===== src/rtl/cam_pkg.sv =====
// Shared types and helpers for the OV7670 capture block.
`timescale 1ns/1ps
package cam_pkg;

    localparam int SYNC_STAGES = 2;

    typedef enum logic [1:0] {
        MODE_RGB565 = 2'd0,
        MODE_RGB444 = 2'd1,
        MODE_RAW8   = 2'd2
    } pix_mode_t;

    typedef enum logic [1:0] {
        IDLE       = 2'd0,
        WAIT_FRAME = 2'd1,
        ACTIVE     = 2'd2
    } cap_state_t;

    // The reserved encoding behaves as RAW8.
    function automatic pix_mode_t decode_mode(input logic [1:0] m);
        case (m)
            2'd0:    return MODE_RGB565;
            2'd1:    return MODE_RGB444;
            default: return MODE_RAW8;
        endcase
    endfunction

    function automatic logic [15:0] pack_pixel(input pix_mode_t m,
                                               input logic [7:0] b0,
                                               input logic [7:0] b1);
        case (m)
            MODE_RGB565: return {b0, b1};
            MODE_RGB444: return {4'h0, b0[3:0], b1};
            default:     return {8'h00, b1};
        endcase
    endfunction

endpackage


===== src/rtl/sync_edge_det.sv =====
// Two-flop synchronizer for one asynchronous level, with registered
// single-cycle rise and fall pulses.
`timescale 1ns/1ps
module sync_edge_det
    import cam_pkg::*;
(
    input  logic i_clk,
    input  logic i_rst_n,
    input  logic i_async,
    output logic o_sync,
    output logic o_rise,
    output logic o_fall
);

    logic [SYNC_STAGES-1:0] r_sync;
    logic                   r_prev;
    logic                   r_rise;
    logic                   r_fall;

    always_ff @(posedge i_clk or negedge i_rst_n) begin
        if (!i_rst_n) begin
            r_sync <= '0;
            r_prev <= 1'b0;
            r_rise <= 1'b0;
            r_fall <= 1'b0;
        end else begin
            r_sync <= {r_sync[SYNC_STAGES-2:0], i_async};
            r_prev <= r_sync[SYNC_STAGES-1];
            r_rise <= r_sync[SYNC_STAGES-1] & ~r_prev;
            r_fall <= ~r_sync[SYNC_STAGES-1] & r_prev;
        end
    end

    assign o_sync = r_sync[SYNC_STAGES-1];
    assign o_rise = r_rise;
    assign o_fall = r_fall;

endmodule


===== src/rtl/ov7670_frame_capture.sv =====
// OV7670 parallel-camera capture into a frame-buffer write port.
// Define CAPTURE_STATS_EN to add the frame_cnt / err_cnt statistics outputs.
`timescale 1ns/1ps
module ov7670_frame_capture
    import cam_pkg::*;
#(
    parameter  int H_ACTIVE = 320,
    parameter  int V_ACTIVE = 240,
    parameter  int PIX_W    = 16,
    localparam int ADDR_W   = $clog2(H_ACTIVE*V_ACTIVE)
) (
    input  logic              clk,
    input  logic              reset_,
    input  logic              pclk,
    input  logic              href,
    input  logic              vsync,
    input  logic [7:0]        d,
    input  logic [1:0]        mode,
    input  logic              capture_en,
    output logic [ADDR_W-1:0] wr_addr,
    output logic [PIX_W-1:0]  wr_data,
    output logic              wr_dv,
    output logic              frame_done,
    output logic              frame_short,
    output logic              line_ovf
`ifdef CAPTURE_STATS_EN
    ,
    output logic [15:0]       frame_cnt,
    output logic [15:0]       err_cnt
`endif
);

    localparam int COL_W  = $clog2(H_ACTIVE+1);
    localparam int LINE_W = $clog2(V_ACTIVE+1);
    localparam logic [COL_W-1:0]  H_LIM     = COL_W'(H_ACTIVE);
    localparam logic [LINE_W-1:0] V_LIM     = LINE_W'(V_ACTIVE);
    localparam logic [LINE_W-1:0] V_LAST    = LINE_W'(V_ACTIVE-1);
    localparam logic [ADDR_W-1:0] H_STEP    = ADDR_W'(H_ACTIVE);
    localparam logic [ADDR_W-1:0] ADDR_LAST = ADDR_W'(H_ACTIVE*V_ACTIVE-1);

    logic w_pclk_rise, w_unused_pclk_lvl, w_unused_pclk_fall;
    logic w_href_sync, w_href_fall, w_unused_href_rise;
    logic w_vsync_sync, w_vsync_rise, w_vsync_fall;

    sync_edge_det u_sync_pclk (
        .i_clk   (clk),
        .i_rst_n (reset_),
        .i_async (pclk),
        .o_sync  (w_unused_pclk_lvl),
        .o_rise  (w_pclk_rise),
        .o_fall  (w_unused_pclk_fall)
    );

    sync_edge_det u_sync_href (
        .i_clk   (clk),
        .i_rst_n (reset_),
        .i_async (href),
        .o_sync  (w_href_sync),
        .o_rise  (w_unused_href_rise),
        .o_fall  (w_href_fall)
    );

    sync_edge_det u_sync_vsync (
        .i_clk   (clk),
        .i_rst_n (reset_),
        .i_async (vsync),
        .o_sync  (w_vsync_sync),
        .o_rise  (w_vsync_rise),
        .o_fall  (w_vsync_fall)
    );

    // Data bus gets the same depth as the strobes so a byte lines up with its pclk.
    logic [7:0] r_d_sync [SYNC_STAGES];
    logic [7:0] w_d;

    always_ff @(posedge clk or negedge reset_) begin
        if (!reset_) begin
            for (int i = 0; i < SYNC_STAGES; i++) r_d_sync[i] <= '0;
        end else begin
            r_d_sync[0] <= d;
            for (int i = 1; i < SYNC_STAGES; i++) r_d_sync[i] <= r_d_sync[i-1];
        end
    end

    assign w_d = r_d_sync[SYNC_STAGES-1];

    cap_state_t r_state, w_next;
    logic       w_start, w_end, w_active;

    always_ff @(posedge clk or negedge reset_) begin
        if (!reset_) r_state <= IDLE;
        else         r_state <= w_next;
    end

    always_comb begin
        w_next = r_state;
        case (r_state)
            IDLE:       if (capture_en && w_vsync_sync) w_next = WAIT_FRAME;
            WAIT_FRAME: if (w_vsync_fall)               w_next = ACTIVE;
            ACTIVE:     if (w_vsync_rise)               w_next = IDLE;
            default:                                    w_next = IDLE;
        endcase
    end

    always_comb begin
        w_start  = 1'b0;
        w_end    = 1'b0;
        w_active = 1'b0;
        case (r_state)
            WAIT_FRAME: w_start = w_vsync_fall;
            ACTIVE: begin
                w_active = 1'b1;
                w_end    = w_vsync_rise;
            end
            default: ;
        endcase
    end

    logic [COL_W-1:0]  r_col;
    logic [LINE_W-1:0] r_line;
    logic [ADDR_W-1:0] r_next_addr;
    logic [ADDR_W-1:0] r_base;
    logic              r_phase;
    logic              r_nonempty;
    logic [7:0]        r_byte0;
    pix_mode_t         r_mode;
    logic              r_frame_ovf;

    logic w_byte_ok, w_is_raw, w_px_done, w_line_in, w_col_in;
    logic w_write, w_ovf, w_full;

    // A vsync rise closes the frame, so a byte arriving with it is not written.
    assign w_byte_ok = w_active && w_pclk_rise && w_href_sync && !w_vsync_rise;
    assign w_is_raw  = (r_mode == MODE_RAW8);
    assign w_px_done = w_byte_ok && (w_is_raw || r_phase);
    assign w_line_in = (r_line < V_LIM);
    assign w_col_in  = (r_col < H_LIM);
    assign w_write   = w_px_done && w_line_in && w_col_in;
    assign w_ovf     = (w_byte_ok && !w_line_in) || (w_px_done && w_line_in && !w_col_in);
    assign w_full    = (r_line == V_LIM) || ((r_line == V_LAST) && r_nonempty);

    always_ff @(posedge clk or negedge reset_) begin
        if (!reset_) begin
            r_col       <= '0;
            r_line      <= '0;
            r_next_addr <= '0;
            r_base      <= '0;
            r_phase     <= 1'b0;
            r_nonempty  <= 1'b0;
            r_byte0     <= '0;
            r_mode      <= MODE_RGB565;
            r_frame_ovf <= 1'b0;
        end else if (w_start) begin
            r_col       <= '0;
            r_line      <= '0;
            r_next_addr <= '0;
            r_base      <= '0;
            r_phase     <= 1'b0;
            r_nonempty  <= 1'b0;
            r_mode      <= decode_mode(mode);
            r_frame_ovf <= 1'b0;
        end else if (w_active) begin
            if (!w_href_sync)
                r_phase <= 1'b0;
            else if (w_byte_ok && !w_is_raw)
                r_phase <= ~r_phase;

            if (w_byte_ok) begin
                r_nonempty <= 1'b1;
                if (!w_is_raw && !r_phase) r_byte0 <= w_d;
            end

            if (w_px_done && (r_col != H_LIM)) r_col <= r_col + 1'b1;
            if (w_write && (r_next_addr != ADDR_LAST)) r_next_addr <= r_next_addr + 1'b1;

            // Line end: step the base by one line instead of multiplying, and
            // stop moving it on the last stored line so the address never wraps.
            if (w_href_fall && r_nonempty) begin
                r_col      <= '0;
                r_nonempty <= 1'b0;
                if (r_line != V_LIM) r_line <= r_line + 1'b1;
                if (r_line < V_LAST) begin
                    r_base      <= r_base + H_STEP;
                    r_next_addr <= r_base + H_STEP;
                end
            end

            if (w_ovf) r_frame_ovf <= 1'b1;
        end
    end

    logic [ADDR_W-1:0] r_wr_addr;
    logic [PIX_W-1:0]  r_wr_data;
    logic              r_wr_dv;
    logic              r_frame_done;
    logic              r_frame_short;
    logic              r_line_ovf;

    always_ff @(posedge clk or negedge reset_) begin
        if (!reset_) begin
            r_wr_addr     <= '0;
            r_wr_data     <= '0;
            r_wr_dv       <= 1'b0;
            r_frame_done  <= 1'b0;
            r_frame_short <= 1'b0;
            r_line_ovf    <= 1'b0;
        end else begin
            r_wr_dv      <= w_write;
            r_frame_done <= w_end;
            if (w_write) begin
                r_wr_addr <= r_next_addr;
                r_wr_data <= PIX_W'(pack_pixel(r_mode, r_byte0, w_d));
            end
            if (w_ovf) r_line_ovf    <= 1'b1;
            if (w_end) r_frame_short <= ~w_full;
        end
    end

    assign wr_addr     = r_wr_addr;
    assign wr_data     = r_wr_data;
    assign wr_dv       = r_wr_dv;
    assign frame_done  = r_frame_done;
    assign frame_short = r_frame_short;
    assign line_ovf    = r_line_ovf;

`ifdef CAPTURE_STATS_EN
    logic [15:0] r_frame_cnt;
    logic [15:0] r_err_cnt;

    always_ff @(posedge clk or negedge reset_) begin
        if (!reset_) begin
            r_frame_cnt <= '0;
            r_err_cnt   <= '0;
        end else if (w_end) begin
            if (r_frame_cnt != 16'hFFFF) r_frame_cnt <= r_frame_cnt + 16'd1;
            if ((!w_full || r_frame_ovf) && (r_err_cnt != 16'hFFFF))
                r_err_cnt <= r_err_cnt + 16'd1;
        end
    end

    assign frame_cnt = r_frame_cnt;
    assign err_cnt   = r_err_cnt;
`endif

endmodule


===== config.mk =====
export PLATFORM = sky130hd
export DESIGN_NAME = ov7670_frame_capture
export DESIGN_NICKNAME = d
export VERILOG_FILES = /design/src/rtl/cam_pkg.sv /design/src/rtl/sync_edge_det.sv /design/src/rtl/ov7670_frame_capture.sv
export SDC_FILE = /design/constraint.sdc
export NUM_CORES = 1
export LEC_CHECK = 0
export BUFFER_PORTS_ARGS = -buffer_cell sky130_fd_sc_hd__buf_2
export CORE_UTILIZATION = 42
export CTS_CLUSTER_DIAMETER = 150
export DETAILED_ROUTE_END_ITERATION = 7
export GPL_TIMING_DRIVEN = 0
export PLACE_DENSITY = 0.7
export SYNTH_ARGS = -nofsm -noshare
export SYNTH_HDL_FRONTEND = slang
export SYNTH_SLANG_ARGS = --single-unit

===== constraint.sdc =====
create_clock -name clk -period 3.12 [get_ports clk]
set_clock_uncertainty 0.2 [all_clocks]
set_input_delay 0.468 -clock clk [delete_from_list [all_inputs] [get_ports clk]]
set_output_delay 0.468 -clock clk [all_outputs]
set_load 0.005 [all_outputs]

## After elaboration in Yosys (flattened, before gate mapping)

Index checks and enable logic that the tools add are counted.

| storage, ports and cells | value |
|---|---|
| register bits after elaboration | 131 |
| bits in latches | 0 |
| bits in writable memories | 0 |
| ROM bits | 0 |
| output and inout bits | 37 |
| logic and storage cells | 132 |
| memories kept | 0 |

| cells by class | value |
|---|---|
| add/sub/neg operators | 4 |
| multipliers | 0 |
| divide/modulo/power cells | 0 |
| $lt $le $gt $ge | 3 |
| equality and inequality tests | 14 |
| shifts and indexed selects | 0 |
| muxes and demuxes | 34 |
| bitwise logic cells | 11 |
| reduce and logical (&&, ||, !) cells | 39 |

Operators with widths:

| kind | number |
|---|---|
| 2-to-1 mux 17 bit | 9 |
| 2-to-1 mux 9 bit | 4 |
| 2-to-1 mux 8 bit | 4 |
| one-hot mux 16 bit (2 select lines) | 1 |
| adder 17 x 1 -> 17 bit (second input constant) | 1 |
| adder 17 x 9 -> 17 bit (second input constant) | 1 |
| != test 17 bit (second input constant) | 1 |
| == test 8 bit (second input constant) | 2 |
| less-than comparator 8 bit (second input constant) | 2 |
| logical AND 1 bit | 15 |
| 2-to-1 mux 1 bit | 11 |
| adder 9 x 1 -> 9 bit (second input constant) | 1 |
| less-than comparator 9 bit (second input constant) | 1 |
| != test 9 bit (second input constant) | 1 |
| AND reduction 3 bit | 3 |
| adder 8 x 1 -> 8 bit (second input constant) | 1 |
| != test 8 bit (second input constant) | 1 |
| nonzero test 2 bit | 4 |
| inverter 1 bit | 7 |
| == test 2 x 1 -> 1 bit (second input constant) | 3 |
| logical NOT 2 bit | 3 |
| 2-to-1 mux 2 bit | 3 |
| one-hot mux 2 bit (3 select lines) | 1 |
| AND reduction 2 bit | 3 |
| other kinds (10) | 22 |

## Longest topological paths before layout

| logic depth | value |
|---|---|
| word-level depth | 14 |
| depth in mapped cells | 9 |
| depth with buffers taken out | 7 |

## Hierarchy

A second synthesis with hierarchy kept.

| unflattened totals | value |
|---|---|
| cells, all modules | 532 |
| area total of the unflattened synthesis | 5511.5 sq um |

Modules (own cells, without submodules):

| module | times used | cells an instance | area an instance (sq um) | seq. area each (sq um) |
|---|---|---|---|---|
| ov7670_frame_capture | 1 | 511 | 5091.1 | 2802.7 |
| sync_edge_det | 3 | 7 | 140.1 | 125.1 |

## Worst setup path after synthesis

Ideal clock, no wire load.

| timing path | value |
|---|---|
| path type | register -> register |
| from | register r_line[0] |
| to | register r_base[8] |
| library setup time | 121 ps |
| arrival time | 1796 ps |
| slack | 1003 ps |
| cell stages (with the launch flop) | 8 |
| buffers on the path | 1 |
| cells stage by stage | dfrtp_1 > ha_1 > and3_1 > o221ai_1 > buf_2 > nand2_1 > a21o_1 > a22o_1 |

| on the way | value |
|---|---|
| word-level cells in the longest chain between the ends | 3 |

RTL lines:

| element | line | source |
|---|---|---|
| from (decl) | ov7670_frame_capture.sv:120 | `logic [LINE_W-1:0] r_line;` |
| from (signal assigned) | ov7670_frame_capture.sv:181 | `if (r_line != V_LIM) r_line <= r_line + 1'b1;` |
| less-than comparator 8 bit | ov7670_frame_capture.sv:182 | `if (r_line < V_LAST) begin` |
| nonzero test 2 bit (no source line) | n/a |  |
| AND reduction 3 bit (no source line) | n/a |  |
| to (signal assigned) | ov7670_frame_capture.sv:183 | `r_base <= r_base + H_STEP;` |
| to (decl) | ov7670_frame_capture.sv:122 | `logic [ADDR_W-1:0] r_base;` |

No other way between the ends.
A chain may end at the register's enable or synchronous reset.

## Worst setup path after layout

Ends and elaborated chain as after synthesis.

==> impl_metrics.env <==
export IMPL_clock_fmax_mhz=403
export IMPL_grt_pass1_wl_um=20600
export IMPL_hold_path_class="primary input to flop"
export IMPL_setup_worst_path_start="r_line[0]"
export IMPL_drtAntennaViolNets=0
export IMPL_cts_tree="built"
export IMPL_chipHeight_um=118
export IMPL_design_area_mm2=0.00683
export IMPL_num_vias=4356
export IMPL_layout_drive_gt1_share=0.191
export IMPL_wl_per_cell_um=15.1
export IMPL_synth_warnings=0
export IMPL_io_buffers=52
export IMPL_grt_pass1_vias=4312
export IMPL_pre_cts_slack_ns=0.639
export IMPL_r2r_end="r_base[8]"
export IMPL_relSlewSlack=0.541
export IMPL_fill_cells=1160
export IMPL_die_area_mm2=0.0139
export IMPL_start_util=0.439
export IMPL_cts_resized=0
export IMPL_setup_viol=0
export IMPL_ys_seq_area_frac=0.555
export IMPL_syn_nets=568
export IMPL_hp_start="mode[1]"
export IMPL_hpwlAfterDp_um=8670
export IMPL_synth_area_leaders="dfrtp_1 (56%), nand2_1 (9.1%), nor2_1 (2.5%), o21ai_0 (1.9%), xor2_1 (1.9%)"
export IMPL_max_slew_worst_pin_slew_ns=0.685
export IMPL_status="complete, no violations"
export IMPL_drt_vias_per_instance=5.34
export IMPL_syn_inst=546
export IMPL_yosysTopAreaCell="dfrtp_1"
export IMPL_setup_ws_ns=0.638
export IMPL_avgSynthCellArea_um2=10.3
export IMPL_critPathCapture="r_base[8]"
export IMPL_r2r_start="r_line[0]"
export IMPL_rsz0062_at_grt="no"
export IMPL_cts_buffers=17
export IMPL_grtUsageTotal=0.188
export IMPL_root_buffer="clkbuf_16"
export IMPL_ys_ff_latch=125
export IMPL_hold_slack_ns=0.0785
export IMPL_clkTransAtPathRegs_ns=0.06
export IMPL_setup_worst_path_end_class="flop"
export IMPL_ctsLongestPathBuffers=2
export IMPL_drtIter0Drc=304
export IMPL_synth_commonest_cells="nand2_1 (136), dfrtp_1 (125), nor2_1 (37)"
export IMPL_gr_total_overflow=0
export IMPL_layout_nets=652
export IMPL_cts_sinks=125
export IMPL_finalCriticalPeriod_ns=2.48
export IMPL_area_growth_pct=21.2
export IMPL_fin_crit_sh=0.795
export IMPL_wl_um=12300
export IMPL_seq_area_mm2=0.00313
export IMPL_synth_most_common_cell="nand2_1"
export IMPL_peakVddDrop_uv=478
export IMPL_synthArstFlopShare=1.00
export IMPL_synth_distinct_cells=63
export IMPL_globalplace_congestion=0.822
export IMPL_start_kind="flop"
export IMPL_grt_start_max_net_pins=80
export IMPL_required_ns=3.22
export IMPL_leakage_nw=3.33
export IMPL_path_class="flop to flop"
export IMPL_dpl_cell_area_mm2=0.00614
export IMPL_synth_top_area_share=0.555
export IMPL_h_tree_depth=4
export IMPL_powerDensity_mw_per_mm2=609
export IMPL_grt_antenna_before_repair=0
export IMPL_synthFlopType="dfrtp_1"
export IMPL_max_cap_violations=0
export IMPL_diodes=0
export IMPL_first_pass_iters=5
export IMPL_synth_edf_count=0
export IMPL_worstRegToRegCells=7
export IMPL_drc=0
export IMPL_coreArea_mm2=0.0128
export IMPL_cp_arrival_ns=2.58
export IMPL_reg2reg_slack_ns=0.64
export IMPL_ios=53
export IMPL_die_x_um=118
export IMPL_clkLatencyLatePin_ns=0.41
export IMPL_multi_input_area_mm2=0.00238
export IMPL_cp_max_fo=10
export IMPL_rows=41
export IMPL_netlist_area_mm2=0.00563
export IMPL_tns_ns=0
export IMPL_maxSlewViolCount=0
export IMPL_fin_util=0.532
export IMPL_report_final_hold_viol_count=0
-- how the worst min path moves through the flow --
stage                             to  cells after the start
after CTS                  r_mode[1]                      3
after detailed placement      w_d[6]                      0
final                      r_mode[1]                      3
after global placement        w_d[3]                      0
after floorplan           frame_done                      0
after global routing       r_mode[1]                      3
-- power breakdown --
group / internal [mW] / leakage, nW / switching, mW
clock: 1.11 / 0.262 / 0.744
combinational: 0.182 / 1.40 / 0.264
sequential: 1.75 / 1.67 / 0.105
total: 3.05 / 3.33 / 1.11
-- stage by stage --
stage	cells	power (mW)
3_5_place_dp	771	2.33
6_report	815	4.16
4_1_cts	815	4.21
5_1_grt	815	4.35
2_1_floorplan	546	2.13
3_3_place_gp	770	2.30
-- per-layer routing --
metal,global-route usage,up-vias,share of wire
met5,0,-,0
met4,0.0809,0,0.0048
met3,0.0514,4,0.051
met2,0.307,101,0.51
met1,0.233,2160,0.44
li1,-,2091,-
-- layout make-up --
class | instances | area share
Buffer | 21 | 0.0158
Timing Repair Buffer | 65 | 0.0607
Multi-Input combinational cell | 394 | 0.348
Clock buffer | 19 | 0.0634
Tap cell | 172 | 0.0315
Inverter | 6 | 0.00330
Clock inverter | 13 | 0.0191
Sequential cell | 125 | 0.458
-- flip-flops by register name, summed over array words and instances (netlist names), 2 cells and up --
signal               cells
u_sync_pclk.r_sync       2
w_d                      8
u_sync_href.r_sync       2
r_mode                   2
r_next_addr             17
wr_data                 16
wr_addr                 17
r_base                  11
u_sync_vsync.r_sync      2
r_byte0                  8
r_d_sync                 8
r_state                  2
r_col                    9
r_line                   8
-- cell usage in the layout, fill, tap and decap left out, drive strengths merged, types with 3 or more instances in the layout --
cell / Yosys / routed
nor3: 8 / 8
inv: 6 / 12
nor4: 10 / 10
xnor2: 11 / 11
buf: 13 / 66
clkbuf: 8 / 27
o221ai: 6 / 6
mux2: 9 / 9
a31oi: 4 / 4
a21oi: 5 / 5
and2: 3 / 3
and4: 3 / 3
nand3: 18 / 18
nand2: 137 / 137
a22oi: 3 / 3
nor2: 37 / 37
clkinvlp: 0 / 4
o2111ai: 5 / 5
nand4bb: 4 / 4
o21ai: 34 / 34
and3: 10 / 10
dlygate4sd3: 0 / 12
nand4: 8 / 8
a211o: 3 / 3
nor2b: 4 / 4
nor3b: 4 / 4
ha: 6 / 6
o31ai: 4 / 4
dfrtp: 125 / 125
o21a: 3 / 3
xor2: 12 / 12
nand3b: 8 / 8
a22o: 3 / 3
a21o: 6 / 6
-- logic make-up after synthesis --
logic type	share of synthesized area
simple gates	0.243
flops	0.555
compound gates	0.108
buf+inv	0.0231
xor+xnor	0.0358
mux	0.0215
fa+ha+maj	0.0133
-- worst max-delay path, stage by stage, from the launching register on --
cell      delay, ns
dfrtp_1        0.43
ha_1           0.24
and3_1         0.24
o221ai_1       0.28
buf_2          0.30
nand2_1        0.26
a21o_1         0.23
a22o_1         0.17
-- timing repair --
item	4_1_cts	5_1_grt
hold buffers	12	0
hold endpoints to repair	57	0
setup buffers	0	0
Note: power is estimated with default switching activity, not from simulation.
